--- config.mk ---
export PLATFORM = sky130hd
export DESIGN_NAME = regfile_wb_sched
export DESIGN_NICKNAME = d
export VERILOG_FILES = /design/src/rtl/regfile_wb_sched_pkg.sv /design/src/rtl/regfile_wb_sched_hazard_cmp.sv /design/src/rtl/regfile_wb_sched.sv
export SDC_FILE = /design/constraint.sdc
export NUM_CORES = 1
export LEC_CHECK = 0
export CORE_MARGIN = 2
export CORE_UTILIZATION = 44
export DETAILED_ROUTE_END_ITERATION = 8
export HOLD_SLACK_MARGIN = 0.1
export PLACE_DENSITY = 0.84
export SETUP_SLACK_MARGIN = 0.15
export SYNTH_ARGS = -nofsm -noshare
export SYNTH_HDL_FRONTEND = slang
export SYNTH_HIERARCHICAL = 1
export SYNTH_SLANG_ARGS = --single-unit
--- constraint.sdc ---
create_clock -name clk -period 6.5 [get_ports clk]
set_input_delay 0.975 -clock clk [delete_from_list [all_inputs] [get_ports clk]]
set_output_delay 0.975 -clock clk [all_outputs]
set_load 0.03 [all_outputs]
--- src/rtl/regfile_wb_sched_pkg.sv ---
// ============================================================================
// Module      : regfile_wb_sched_pkg
// Description : Shared widths, constants and FSM encoding for the writeback scheduler.
// Revision    : 1.0 - initial release
// ============================================================================
`default_nettype none

package regfile_wb_sched_pkg;

    localparam int unsigned DEF_WORD_WIDTH = 32;
    localparam int unsigned DEF_ADDR_WIDTH = 5;
    localparam int unsigned REG_ZERO_IDX   = 0;

    typedef enum logic [1:0] {
        WBS_IDLE = 2'd0,
        WBS_BUSY = 2'd1,
        WBS_HOLD = 2'd2
    } wb_sched_state_e;

endpackage

`default_nettype wire

--- src/rtl/regfile_wb_sched_hazard_cmp.sv ---
// ============================================================================
// Module      : regfile_wb_sched_hazard_cmp
// Description : Decode-vs-scoreboard comparator producing RAW and WAW flags.
// Revision    : 1.0 - initial release
// ============================================================================
`default_nettype none

module regfile_wb_sched_hazard_cmp
    import regfile_wb_sched_pkg::*;
#(
    parameter int unsigned ADDR_WIDTH = DEF_ADDR_WIDTH
) (
    input  logic                  i_en,
    input  logic [ADDR_WIDTH-1:0] i_pend_rd,
    input  logic [ADDR_WIDTH-1:0] i_rs1,
    input  logic [ADDR_WIDTH-1:0] i_rs2,
    input  logic                  i_use_rs1,
    input  logic                  i_use_rs2,
    input  logic [ADDR_WIDTH-1:0] i_rd,
    input  logic                  i_wen,
    output logic                  o_raw,
    output logic                  o_waw
);

    localparam logic [ADDR_WIDTH-1:0] c_REG_ZERO = ADDR_WIDTH'(REG_ZERO_IDX);

    logic w_live;

    // x0 is never a real dependency, so a pending x0 result blocks nothing
    assign w_live = i_en && (i_pend_rd != c_REG_ZERO);

    assign o_raw = w_live && ((i_use_rs1 && (i_rs1 == i_pend_rd)) ||
                              (i_use_rs2 && (i_rs2 == i_pend_rd)));
    assign o_waw = w_live && i_wen && (i_rd == i_pend_rd);

endmodule

`default_nettype wire

--- src/rtl/regfile_wb_sched.sv ---
// ============================================================================
// Module      : regfile_wb_sched
// Description : Arbitrates the register-bank write port between pipeline
//               writeback and the MDU, with a one-entry MDU scoreboard.
// Revision    : 1.0 - initial release
// ============================================================================
`default_nettype none

module regfile_wb_sched
    import regfile_wb_sched_pkg::*;
#(
    parameter int unsigned WORD_WIDTH = DEF_WORD_WIDTH,
    parameter int unsigned ADDR_WIDTH = DEF_ADDR_WIDTH
) (
    input  logic                  clk,
    input  logic                  rst_n,
    input  logic                  pipe_wen_i,
    input  logic [ADDR_WIDTH-1:0] pipe_waddr_i,
    input  logic [WORD_WIDTH-1:0] pipe_wdata_i,
    input  logic                  mdu_issue_i,
    input  logic [ADDR_WIDTH-1:0] mdu_rd_i,
    input  logic                  mdu_valid_i,
    input  logic [WORD_WIDTH-1:0] mdu_wdata_i,
    output logic                  mdu_ready_o,
    input  logic [ADDR_WIDTH-1:0] id_rs1_i,
    input  logic [ADDR_WIDTH-1:0] id_rs2_i,
    input  logic                  id_use_rs1_i,
    input  logic                  id_use_rs2_i,
    input  logic [ADDR_WIDTH-1:0] id_rd_i,
    input  logic                  id_wen_i,
    output logic                  reg_wen_o,
    output logic [ADDR_WIDTH-1:0] reg_waddr_o,
    output logic [WORD_WIDTH-1:0] reg_wdata_o,
    output logic                  stall_o,
    output logic                  mdu_busy_o
);

    localparam logic [ADDR_WIDTH-1:0] c_REG_ZERO = ADDR_WIDTH'(REG_ZERO_IDX);

    wb_sched_state_e       r_state;
    logic [ADDR_WIDTH-1:0] r_pend_rd;
    logic [WORD_WIDTH-1:0] r_hold_data;

    logic w_busy;
    logic w_hold;
    logic w_pend_nz;
    logic w_pipe_wr;
    logic w_port_free;
    logic w_mdu_direct;
    logic w_mdu_held;
    logic w_wen;
    logic w_raw;
    logic w_waw;
    logic w_stall;

    assign w_busy      = (r_state != WBS_IDLE);
    assign w_hold      = (r_state == WBS_HOLD);
    assign w_pend_nz   = (r_pend_rd != c_REG_ZERO);
    // Pipeline writes to x0 are no-ops, so they leave the port free for the MDU
    assign w_pipe_wr   = pipe_wen_i && (pipe_waddr_i != c_REG_ZERO);
    assign w_port_free = !w_pipe_wr;

    assign w_mdu_direct = (r_state == WBS_BUSY) && mdu_valid_i && w_pend_nz && w_port_free;
    assign w_mdu_held   = w_hold && w_port_free;

    regfile_wb_sched_hazard_cmp #(
        .ADDR_WIDTH (ADDR_WIDTH)
    ) u_hazard_cmp (
        .i_en      (w_busy),
        .i_pend_rd (r_pend_rd),
        .i_rs1     (id_rs1_i),
        .i_rs2     (id_rs2_i),
        .i_use_rs1 (id_use_rs1_i),
        .i_use_rs2 (id_use_rs2_i),
        .i_rd      (id_rd_i),
        .i_wen     (id_wen_i),
        .o_raw     (w_raw),
        .o_waw     (w_waw)
    );

    // Depends only on registered state and decode fields, never on mdu_valid_i
    assign w_stall = w_raw || w_waw || (w_busy && mdu_issue_i) || w_hold;

    always_ff @(posedge clk or negedge rst_n) begin
        if (!rst_n) begin
            r_state     <= WBS_IDLE;
            r_pend_rd   <= c_REG_ZERO;
            r_hold_data <= '0;
        end else begin
            case (r_state)
                WBS_IDLE: begin
                    if (mdu_issue_i && !w_stall) begin
                        r_state   <= WBS_BUSY;
                        r_pend_rd <= mdu_rd_i;
                    end
                end
                WBS_BUSY: begin
                    if (mdu_valid_i) begin
                        if (!w_pend_nz || w_port_free) begin
                            r_state   <= WBS_IDLE;
                            r_pend_rd <= c_REG_ZERO;
                        end else begin
                            r_state     <= WBS_HOLD;
                            r_hold_data <= mdu_wdata_i;
                        end
                    end
                end
                WBS_HOLD: begin
                    if (w_port_free) begin
                        r_state   <= WBS_IDLE;
                        r_pend_rd <= c_REG_ZERO;
                    end
                end
                default: begin
                    r_state   <= WBS_IDLE;
                    r_pend_rd <= c_REG_ZERO;
                end
            endcase
        end
    end

    // Pipeline path is gated by rst_n so every output is quiet while reset is held
    assign w_wen = (rst_n && w_pipe_wr) || w_mdu_direct || w_mdu_held;

    assign reg_wen_o   = w_wen;
    assign reg_waddr_o = !w_wen    ? c_REG_ZERO   :
                         w_pipe_wr ? pipe_waddr_i : r_pend_rd;
    assign reg_wdata_o = !w_wen    ? '0           :
                         w_pipe_wr ? pipe_wdata_i :
                         w_hold    ? r_hold_data  : mdu_wdata_i;

    assign stall_o     = w_stall;
    assign mdu_ready_o = !w_hold;
    assign mdu_busy_o  = w_busy;

    a_no_x0_write: assert property (@(posedge clk) disable iff (!rst_n)
        reg_wen_o |-> (reg_waddr_o != c_REG_ZERO));

    a_valid_in_idle: assert property (@(posedge clk) disable iff (!rst_n)
        !((r_state == WBS_IDLE) && mdu_valid_i));

    a_one_write_per_issue: assert property (@(posedge clk) disable iff (!rst_n)
        (w_mdu_direct || w_mdu_held) |=> (r_state == WBS_IDLE));

endmodule

`default_nettype wire

==> impl_metrics.toml <==
[status]
status = "finished, final reports clean"

[grt]
grt_remaining_overflow = 0
antenna_found_initial = 0
grt_max_degree = 41
grt_usage_pct = 22.3
grt_use_met1_pct = 26.4
top_usage_layer = "met2"
first_global_vias = 2801
grt_pass1_wl_um = 12900
use_met2_pct = 39.1
use_met3_pct = 5.74

[die]
io-pin-count = 138
die_w_um = 83.7
start_util_pct = 44.8
design.core.area_um2 = 6240
die_h_um = 83.7
rows = 29
dieArea_um2 = 7010

[worst_hold_path]
hold_class = "register to register"

[cts]
cts_tree = "built"
ctsLongestPathBuffers = 2
cts_sinks = 39
clkTransAtPathRegs_ns = 0.08
post_cts_buffers = 0
root_buffer = "clkbuf_8"
cts-buffers-inserted = 5
postCtsHoldBufs = 0
cts_resized = 0
clk_latency_ns = 0.29
h-tree-depth = 2

[timing]
slew_headroom_pct = 28.3
fin_ws_ns = 1.48
setup_viol = 0
max_freq_ghz = 0.199
hold_viol = 0
fin_crit_ns = 5.02
maxSlewViolCount = 0
grt_setup_unrepaired = "no"
tns_ns = 0
period_share_pct = 77.2
tightest_slew_ns = 1.08
skew_ns = 0.0110

[routing]
via_per_inst = 5.40
firstDrtPassIters = 4
wl_per_cell_um = 15.8
drt-initial-drc-count = 56
wl_um = 7670
ant_nets = 0
post-route-drc-count = 0
num_vias = 2620

[pwr]
leakage_nw = 1.69
ir_drop_mv = 0.177
power_density_nw_per_um2 = 331

[cells_and_area]
design_area_um2 = 4320
diodes = 0
final_cell_mix = "136 x clkdlybuf4s50_1, 41 x nor2_1, 39 x dfrtp_1, 32 x mux2i_1, 32 x a211oi_1"
area_growth_pct = 54.3
final_common_cell = "clkdlybuf4s50_1"
layout.nets = 504
instances_no_fill = 485
drive_gt1_share_pct = 12.7

[worst_setup_path]
worst-setup-path-type = "primary input to primary output"
required_ns = 5.52
crit_path_end_kind = "primary output"
crit_fanout = 40
critPathArrivalTime_ns = 4.04
startpoint_type = "primary input"

[logic_synthesis]
yosys.area.top_type = "dfrtp_1"
synth_area_um2 = 2800
synth_area_leaders = "dfrtp_1 35%, mux2_4 16%, mux2i_1 11%"
netlist_instances = 280
netlist.area_leader.share_pct = 34.9
ys_seq_area_share_pct = 34.9
yosysWarningCount = 6
synth_area_per_cell_um2 = 9.99
synth.distinct_cells = 35
syn-num-nets = 377
synth-seq-cells = 39

[placed_design]
portBuffers = 137
dpl.cell_count = 477
gp_congestion = 0.853
dp_hpwl_um = 5710
place_area_um2 = 4200
post-place-ws_ns = 1.46

[flow_run]
maxCapViolCount = 0
## cell usage after synthesis
master	number
a2111o_1	1
a211oi_1	32
a21oi_1	8
a31oi_1	1
and2_1	1
buf_1	1
buf_2	7
buf_4	3
buf_6	4
clkbuf_1	6
dfrtp_1	39
inv_1	9
mux2_2	2
mux2_4	30
mux2i_1	32
nand2_1	17
nand3_1	2
nand3b_1	1
nand4_1	1
nor2_1	41
nor2b_1	2
nor3_1	2
nor4_1	3
nor4b_1	1
o211a_1	1
o211ai_1	6
o21a_1	1
o21ai_0	5
o21ai_2	2
o31ai_1	1
or2_2	1
or4_1	1
or4_4	1
xnor2_1	7
xor2_1	8
## area by class of cell
class / count / area [µm²]
clock buffer: 5 / 68.8
clock inverter: 3 / 43.8
fill: 514 / 1930
inverter: 9 / 33.8
multi-input combinational: 211 / 1690
sequential: 39 / 976
tap: 77 / 96.3
timing repair buffer: 141 / 1410
## sequential cells by signal (all words and copies together), names as in the netlist
name,cells
r_state,2
r_pend_rd,5
r_hold_data,32
## worst max-delay path, stage by stage
cell and delay [ns]:
clkdlybuf4s50_1 0.44, or4_4 0.59, o21ai_4 0.65, buf_12 0.28
nor2_1 0.06, a211oi_1 0.26, clkdlybuf4s50_1 0.76
## power breakdown
part / total (W) / switching [W] / internal [W] / leakage [nW]
combinational: 0.000748 / 0.000343 / 0.000406 / 1.16
sequential: 0.000476 / 0.000112 / 0.000363 / 0.470
clock: 0.000203 / 0.0000889 / 0.000114 / 0.0581
## metrics by stage
step	utilization, %	power, W	hold slack [ns]
final	69.1	0.00143	0.514
after global routing	69.1	0.00152	0.537
after CTS	69.1	0.00144	0.520
after detailed placement	67.3	0.00122	0.495
after global placement	67.3	0.00120	0.489
after floorplan	-	0.000968	0.480
## kinds of logic after synthesis
group           synth area share (%)
simple gates                    11.5
mux                             28.4
compound gates                  14.7
flops                           34.9
buf+inv                         5.82
xor+xnor                        4.70
## layer usage
| metal | part of all wire [%] | wire length [µm] |
|---|---|---|
| met5 | 0 | 0 |
| met4 | 2.7 | 208 |
| met3 | 6.9 | 531 |
| met2 | 48 | 3700 |
| met1 | 42 | 3230 |
## final timing paths
check                                      startpoint                         end  slack [ns]  depth (start not counted)
hold / removal             r_hold_data[0]$_DFFE_PN0P_  r_hold_data[0]$_DFFE_PN0P_        0.51                          1
setup reg to reg             r_pend_rd[1]$_DFFE_PN0P_    r_pend_rd[3]$_DFFE_PN0P_        3.70                          7
min in group asynchronous                       rst_n  r_hold_data[6]$_DFFE_PN0P_        0.72                          2
max in group asynchronous                       rst_n      r_state[0]$_DFFE_PN0P_        5.41                          2
hold reg to reg            r_hold_data[0]$_DFFE_PN0P_  r_hold_data[0]$_DFFE_PN0P_        0.51                          1
setup / recovery                      pipe_waddr_i[0]              reg_wdata_o[1]        1.48                          7
No activity file was read; power rests on OpenSTA's default activity.
